**src/rtl/ram_pkg.sv**
```systemverilog
// Shared constants and FSM state encoding for the 64x16 RAM responder.
package ram_pkg;
  localparam int AW    = 6;
  localparam int DW    = 16;
  localparam int DEPTH = 64;
  // clr_cnt carries one extra bit so the end of the fill never aliases to address 0
  localparam int CNT_W = AW + 1;

  typedef enum logic {
    CLEAR = 1'b0,
    SERVE = 1'b1
  } state_e;
endpackage

```
**src/rtl/ram64_responder_ram.sv**
```systemverilog
// RAM64_Optim: 64x16 storage, combinational read of address, write on the edge when load=1.
// Contents are not reset; the responder zero-fills them after every reset.
module RAM64_Optim
  import ram_pkg::*;
(
  input  logic [DW-1:0] in,
  input  logic          CLK,
  input  logic          load,
  input  logic [AW-1:0] address,
  output logic [DW-1:0] out
);
  logic [DW-1:0] mem_q [DEPTH];

  // single write port
  always_ff @(posedge CLK) begin
    if (load) mem_q[address] <= in;
  end

  assign out = mem_q[address];
endmodule

```
**src/rtl/ram64_responder.sv**
```systemverilog
// ram64_responder: valid/ready front end for RAM64_Optim. Zero-fills after reset, then
// serves posted writes and latency-1 reads with a single held response register.
module ram64_responder
  import ram_pkg::*;
(
  input  logic          CLK,
  input  logic          rst_n,
  input  logic          req_valid,
  output logic          req_ready,
  input  logic          req_write,
  input  logic [AW-1:0] req_addr,
  input  logic [DW-1:0] req_wdata,
  output logic          rsp_valid,
  input  logic          rsp_ready,
  output logic [DW-1:0] rsp_rdata,
  output logic          init_done
);
  state_e           state_q, state_d;
  logic [CNT_W-1:0] clr_cnt_q, clr_cnt_d;
  logic             rsp_valid_q, rsp_valid_d;
  logic [DW-1:0]    rsp_rdata_q, rsp_rdata_d;
  logic             init_done_q, init_done_d;

  logic             accept;
  logic             ram_load;
  logic [AW-1:0]    ram_addr;
  logic [DW-1:0]    ram_in;
  logic [DW-1:0]    ram_out;

  // a held, undrained response blocks every request, writes included
  assign req_ready = (state_q == SERVE) & (~rsp_valid_q | rsp_ready);
  assign accept    = req_valid & req_ready;

  RAM64_Optim u_ram (
    .in      (ram_in),
    .CLK     (CLK),
    .load    (ram_load),
    .address (ram_addr),
    .out     (ram_out)
  );

  // next-state: fill sequencing in CLEAR, request/response bookkeeping in SERVE
  always_comb begin
    state_d     = state_q;
    clr_cnt_d   = clr_cnt_q;
    rsp_valid_d = rsp_valid_q;
    rsp_rdata_d = rsp_rdata_q;
    init_done_d = init_done_q;
    ram_load    = 1'b0;
    ram_addr    = req_addr;
    ram_in      = req_wdata;
    case (state_q)
      CLEAR: begin
        ram_load  = 1'b1;
        ram_addr  = clr_cnt_q[AW-1:0];
        ram_in    = '0;
        clr_cnt_d = clr_cnt_q + 1'b1;
        if (clr_cnt_q == CNT_W'(DEPTH - 1)) begin
          state_d     = SERVE;
          init_done_d = 1'b1;
        end
      end
      SERVE: begin
        ram_load = accept & req_write;
        if (accept & ~req_write) begin
          // new read reloads the register even while the old one drains
          rsp_valid_d = 1'b1;
          rsp_rdata_d = ram_out;
        end else if (rsp_ready) begin
          rsp_valid_d = 1'b0;
        end
      end
      default: state_d = CLEAR;
    endcase
  end

  // state registers with synchronous active-low reset
  always_ff @(posedge CLK) begin
    if (!rst_n) begin
      state_q     <= CLEAR;
      clr_cnt_q   <= '0;
      rsp_valid_q <= 1'b0;
      rsp_rdata_q <= '0;
      init_done_q <= 1'b0;
    end else begin
      state_q     <= state_d;
      clr_cnt_q   <= clr_cnt_d;
      rsp_valid_q <= rsp_valid_d;
      rsp_rdata_q <= rsp_rdata_d;
      init_done_q <= init_done_d;
    end
  end

  assign rsp_valid = rsp_valid_q;
  assign rsp_rdata = rsp_rdata_q;
  assign init_done = init_done_q;
endmodule

```
**config.mk**
```make
export PLATFORM = sky130hd
export DESIGN_NAME = ram64_responder
export DESIGN_NICKNAME = d
export VERILOG_FILES = /design/src/rtl/ram_pkg.sv /design/src/rtl/ram64_responder_ram.sv /design/src/rtl/ram64_responder.sv
export SDC_FILE = /design/constraint.sdc
export NUM_CORES = 1
export LEC_CHECK = 0
export BUFFER_PORTS_ARGS = -buffer_cell sky130_fd_sc_hd__buf_2
export CELL_PAD_IN_SITES_DETAIL_PLACEMENT = 0
export CELL_PAD_IN_SITES_GLOBAL_PLACEMENT = 1
export CORE_UTILIZATION = 40
export CTS_CLUSTER_DIAMETER = 150
export DETAILED_ROUTE_END_ITERATION = 16
export GPL_TIMING_DRIVEN = 1
export PLACE_DENSITY = 0.68
export SLEW_MARGIN = 10
export SYNTH_ARGS = -nofsm -noshare
export SYNTH_HDL_FRONTEND = slang
export SYNTH_SLANG_ARGS = --single-unit
```
**constraint.sdc**
```tcl
create_clock -name CLK -period 3.2 [get_ports CLK]
set_clock_uncertainty 0.15 [all_clocks]
set_input_delay 0.16 -clock CLK [delete_from_list [all_inputs] [get_ports CLK]]
set_output_delay 0.16 -clock CLK [all_outputs]
set_load 0.02 [all_outputs]
```
# == After elaboration in Yosys (flattened, before gate mapping) ==
# Memories as Yosys holds them, arrays and structs flattened. A register that Yosys moved wholly into a read port is not among the register bits.
# Index checks and enable logic that the tools add are counted.
# classes
n_addsub,1
eq_ne,1
n_mux,9
bitwise_logic,8
reduce_logical,5
# op_table
operator,count
two-way mux 16 bit,1
adder 7 x 1 -> 7 bit (second input constant),1
== test 7 x 6 -> 1 bit (second input constant),1
two-way mux 1 bit,6
two-way mux 6 bit,1
AND reduction 2 bit,3
AND 1 bit,4
inverter 1 bit,3
one-hot mux 1 bit (2 select lines),1
nonzero test 2 bit,1
zero test 1 bit,1
OR 1 bit,1
# totals
reg_bits,10
ram_bits,1024
in_bits,27
out_inout_bits,19
wordCells,29
n_memories,1
# memory_table
name,depth,width,read_ports,rd_ports_with_merged_regs,wr,line_no,source
u_ram.mem_q,64,16,1,1,1,ram64_responder_ram.sv:12,logic [DW-1:0] mem_q [DEPTH];

# == Longest topological paths before layout ==
# depth
word_depth,8
depth_mapped,11
depth_no_buf,7

# == By module ==
# Synthesis repeated with hierarchy kept, for this count alone.
# hier_totals
cells_unflattened,2389
area_unflattened_um2,40420.0
# by_module_without_submodules
mod,instances,cells_each,area_per_inst_um2,seq_area_each_um2
RAM64_Optim,1,2248,39160.1,30749.5
ram64_responder,1,141,1260.0,520.5

# == Worst setup path before layout ==
# No wires, ideal clock.
# synth_timing
path_kind,reg2reg
from,reg state_q
to,"mem u_ram.mem_q[51][0], enable pin"
setup_time_ns,0.388
t_arrival_ns,2.598
required_ns,2.662
setup_slack_ns,0.064
path_stages_with_launch,9
n_path_buf,3
synth_period_minus_slack_ns,3.136
cell_sequence,dfxtp_1 -> buf_4 -> buf_4 -> a21boi_1 -> nand2_1 -> o21ai_1 -> buf_2 -> nand2_1 -> nor2_1
# synth_via
elab_chain_len,6
word_cells_on_any_way,8
cone_classes,mux: 4; bitwise: 4
# synth_lines
item,line_no,source
start: declaration,ram64_responder.sv:18,"state_e state_q, state_d;"
start signal: assignment,ram64_responder.sv:86,state_q <= state_d;
AND 1 bit,ram64_responder.sv:31,assign req_ready = (state_q == SERVE) & (~rsp_valid_q | rsp_ready);
via req_ready,ram64_responder.sv:9,"output logic req_ready,"
AND 1 bit,ram64_responder.sv:32,assign accept = req_valid & req_ready;
AND 1 bit,ram64_responder.sv:64,ram_load = accept & req_write;
one-hot mux 1 bit (2 select lines),ram64_responder.sv:52,case (state_q)
two-way mux 1 bit,ram64_responder_ram.sv:16,if (load) mem_q[address] <= in;
two-way mux 1 bit (implied by the code),ram64_responder_ram.sv:16,
end: declaration,ram64_responder_ram.sv:12,
# The timed path passes the listed nets, and every way through them passes these cells.

# == Worst setup path after layout ==
# layout_timing
from,reg state_q
to,reg rsp_rdata_q[15] (netlist: rsp_rdata[15]) (read register of u_ram.mem_q)
# layout_via
elab_chain_len,4
word_cells_on_any_way,5
cone_classes,mux: 1; bitwise: 3; reduce/logical: 1
# layout_lines
item,line_no,source
AND 1 bit,ram64_responder.sv:31,
AND 1 bit,ram64_responder.sv:32,
AND 1 bit,ram64_responder.sv:65,if (accept & ~req_write) begin
AND reduction 2 bit (no source line),n/a,
end: declaration,ram64_responder.sv:21,"logic [DW-1:0] rsp_rdata_q, rsp_rdata_d;"
# Several ways; a longest one is shown, not always the timed one.
# A chain may end at the register's enable or synchronous reset.

==> reports/qor.txt <==
Synth unique cells: 54
Mapped Nets: 2416
Drt pass-1 iters: 7
Met1 WL: 49470 um
Placement Rows: 114
Ys async rst share: 0%
Drt wl/cell: 30.03 um
Placed cells: 3835
Achievable Freq: 320.4 MHz
Final setup fails: 0
EDFF count, synth: 1024
Lkg Pwr: 15.91 nW
Synth Area in Simple Gates: 5.274%
R2R Path End: rsp_rdata[15]$_SDFFE_PN0P_
Clk sinks: 1050
DR DRC count: 0
Iteration-0 DRC Markers: 3494
Clk_lat worst skew: 690 ps
Mapped Avg Cell Area: 16.45 um2
CP Capture Type: flop
Mapped Cells: 2388
#FFs+latches synth: 1050
Pwr dens: 603.1 nW/um2
Crit Path Category: flop to flop
Total Routing Usage GR: 24.19%
Compound-Gate Fraction of Synth Area: 11.84%
Hold WC Path Type: input pin to flop
Pins Over Slew Limit: 0
Global placer's final weighted congestion: 0.8729
Sw Ratio: 21.64%
RSZ-0062 raised after global routing: yes
Clk root buf: clkbuf_16
Vias in the first global route: 23590
Vias post-DR: 24040
Yosys warning count: 0
Area contributors post-synth: edfxtp_1 (78%), a22oi_1 (5.5%), nand2_1 (2.5%)
GRT Residual Overflow: 0
# diodes: 0
Area grow syn2layout: 20.09%
Die width: 315.4 um
Comb pwr share: 5.2%
PortBufs: 45
Worst vdd ir: 0.0004151 V
Initial antenna violation count: 10
Num CTS Buffers: 105
DRT Wirelength: 121300 um
Seq pwr share: 52.6%
Clock power share: 42.2%
Post-synthesis mux area share: 1.357%
Worst slew pin tran: 867.7 ps
Worst Path Required: 3600 ps
Core area: 96990 um2
Setup crit start kind: flop
HPWL after DPL: 73250 um
Starting Density: 40.51%
Metal3 WL: 11770 um
Share of cells above drive strength 1: 19.12%
Status: complete, but fails checks
Share of the synthesized area in the top cell type: 78.26%
Commonest non-fill, non-tap cell in the layout: edfxtp_1
Highest metal used: met5
Largest net degree at the start of global routing: 68
I/O Pins: 46
Minimum clock period: 3121 ps
Period utilization: 97.52%
Vias per inst: 5.954
Worst Path Max Fanout: 18
Die H: 315.4 um
H-tree Lvls: 3
Die area: 99480 um2
Internal Dissipation: 22.30 mW
Slew margin rel.: 42.16%
Adder-Cell Fraction of Synth Area: 0.03185%
Final TNS setup: 0 ps
CTS tree: built
First-pass GRT wire length: 172000 um
Min-delay src: req_wdata[12]
ANT nets after route: 0
Final hold vios: 8
Hold path depth: 3
NumNets Final: 2702
Failing checks: negative hold slack
Cell Area, Synth: 39290 um2
Reg-to-reg startpoint: state_q$_SDFF_PN0_
Worst hold endpoint: u_ram.mem_q[44][12]$_DFFE_PP_
Worst Reg-to-Reg Cells: 11
Psw: 6.157 mW
Max Root-Sink Buffers: 3
Flop2flop setup slack: 80 ps
Max-Cap Viols: 0
Fin cells: 4038
Worst EP arrival: 3520 ps
Seq/Total Area, Yosys: 79.59%
Reg clk slew, reported paths: 60 ps
Largest family of logic cells by synthesized area: compound AO/OA/AOI/OAI gates
Cell taking the most area after synthesis: edfxtp_1
Detailed route wirelength on metal2: 56140 um
Most frequent cells in the layout: edfxtp_1 (1024), a22oi_1 (286), nand2_1 (260), buf_4 (196), a21oi_1 (131)
Pwr Total: 28.46 mW
Top FF cell, synth: edfxtp_1
Worst hold slack: -6.228 ps
Post-Synth XOR/XNOR Area: 0.08917%
-- through the flow --
stage	hold WS [ps]	instance area (um2)	setup slack, ps	util (%)
finish	-6.228	47180	79.24	48.65
global route	4.762	47180	-5.502	48.65
CTS	2.495	47100	16.93	48.56
detailed placement	307.0	43650	-471.3	45.00
global placement	308.0	43650	-462.2	45.00
floorplan	138.2	39290	63.51	-
-- flip-flops by register name (all words and copies together), names as in the netlist --
register     count
u_ram.mem_q   1024
rsp_valid        1
state_q          1
rsp_rdata       16
init_done        1
clr_cnt_q        7
-- power by group through the flow --
stage	registers, mW	clock network [mW]	logic (mW)
global placement	15.3	0	1.42
global route	15.0	12.6	1.55
detailed placement	15.3	0	1.43
finish	15.0	12.0	1.48
floorplan	15.2	0	0.695
CTS	15.0	12.1	1.45
-- cell type report --
| type | count | area [um2] |
|---|---|---|
| fillers | 8065 | 49810 |
| flip-flops and latches | 1050 | 31280 |
| multi-input cells | 1183 | 7537 |
| repair buffers | 329 | 3413 |
| clock buffers | 134 | 2808 |
| well taps | 1276 | 1597 |
| clock inverters | 61 | 531.8 |
| inverters | 5 | 18.77 |
-- worst max-delay path: stages (launching register included) --
cell	delay, ps
dfxtp_4	420
buf_4	230
and3b_1	220
a31oi_4	310
buf_12	240
o22ai_1	120
o21ai_0	280
buf_4	200
nand3_1	120
buf_4	210
nor3_2	320
a21oi_1	130
-- synthesized netlist by cell type (all sizes together), types with 6 or more instances --
cell / n
and2: 22
a22oi: 286
nor4: 43
a21oi: 131
a221oi: 37
dfxtp: 26
or2: 6
nand2: 261
o21a: 11
o21ai: 34
a31oi: 47
o22ai: 33
buf: 85
nand3: 11
edfxtp: 1024
a41oi: 35
clkbuf: 66
nor2: 84
a22o: 32
mux2i: 51
-- routing by layer --
| metal | track usage, % | vias to the layer above |
|---|---|---|
| met5 | 0 | - |
| met4 | 7.993 | 6 |
| li1 | - | 10190 |
| met2 | 37.52 | 1252 |
| met3 | 5.601 | 222 |
| met1 | 33.72 | 12380 |
-- worst max-delay path by stage --
stage                         startpoint                      endpoint  slack, ps
3_3_place_gp          state_q$_SDFF_PN0_    rsp_rdata[11]$_SDFFE_PN0P_       -460
2_1_floorplan         state_q$_SDFF_PN0_  u_ram.mem_q[51][0]$_DFFE_PP_         60
5_1_grt               state_q$_SDFF_PN0_    rsp_rdata[11]$_SDFFE_PN0P_         -6
4_1_cts        clr_cnt_q[1]$_SDFFE_PN0N_    rsp_rdata[15]$_SDFFE_PN0P_         20
6_report              state_q$_SDFF_PN0_    rsp_rdata[15]$_SDFFE_PN0P_         80
3_5_place_dp          state_q$_SDFF_PN0_    rsp_rdata[11]$_SDFFE_PN0P_       -470
-- logic make-up after synthesis --
| kind of cell | after synthesis |
|---|---|
| flip-flops | 1050 |
| AO/OA/AOI/OAI | 661 |
| AND/OR/NAND/NOR | 463 |
| buffers and inverters | 156 |
| multiplexers | 53 |
| XOR/XNOR | 4 |
| adder cells (fa/ha/maj) | 1 |
-- what timing repair did --
action | CTS | global route
pin swaps | 0 | 1
hold buffers | 5 | 0
setup endpoints to repair | 7 | 8
gates resized for setup | 11 | 11
endpoints found under the hold margin | 27 | 0
setup buffers | 0 | 1
cloned | 1 | 1
(Power assumes the default switching activity.)
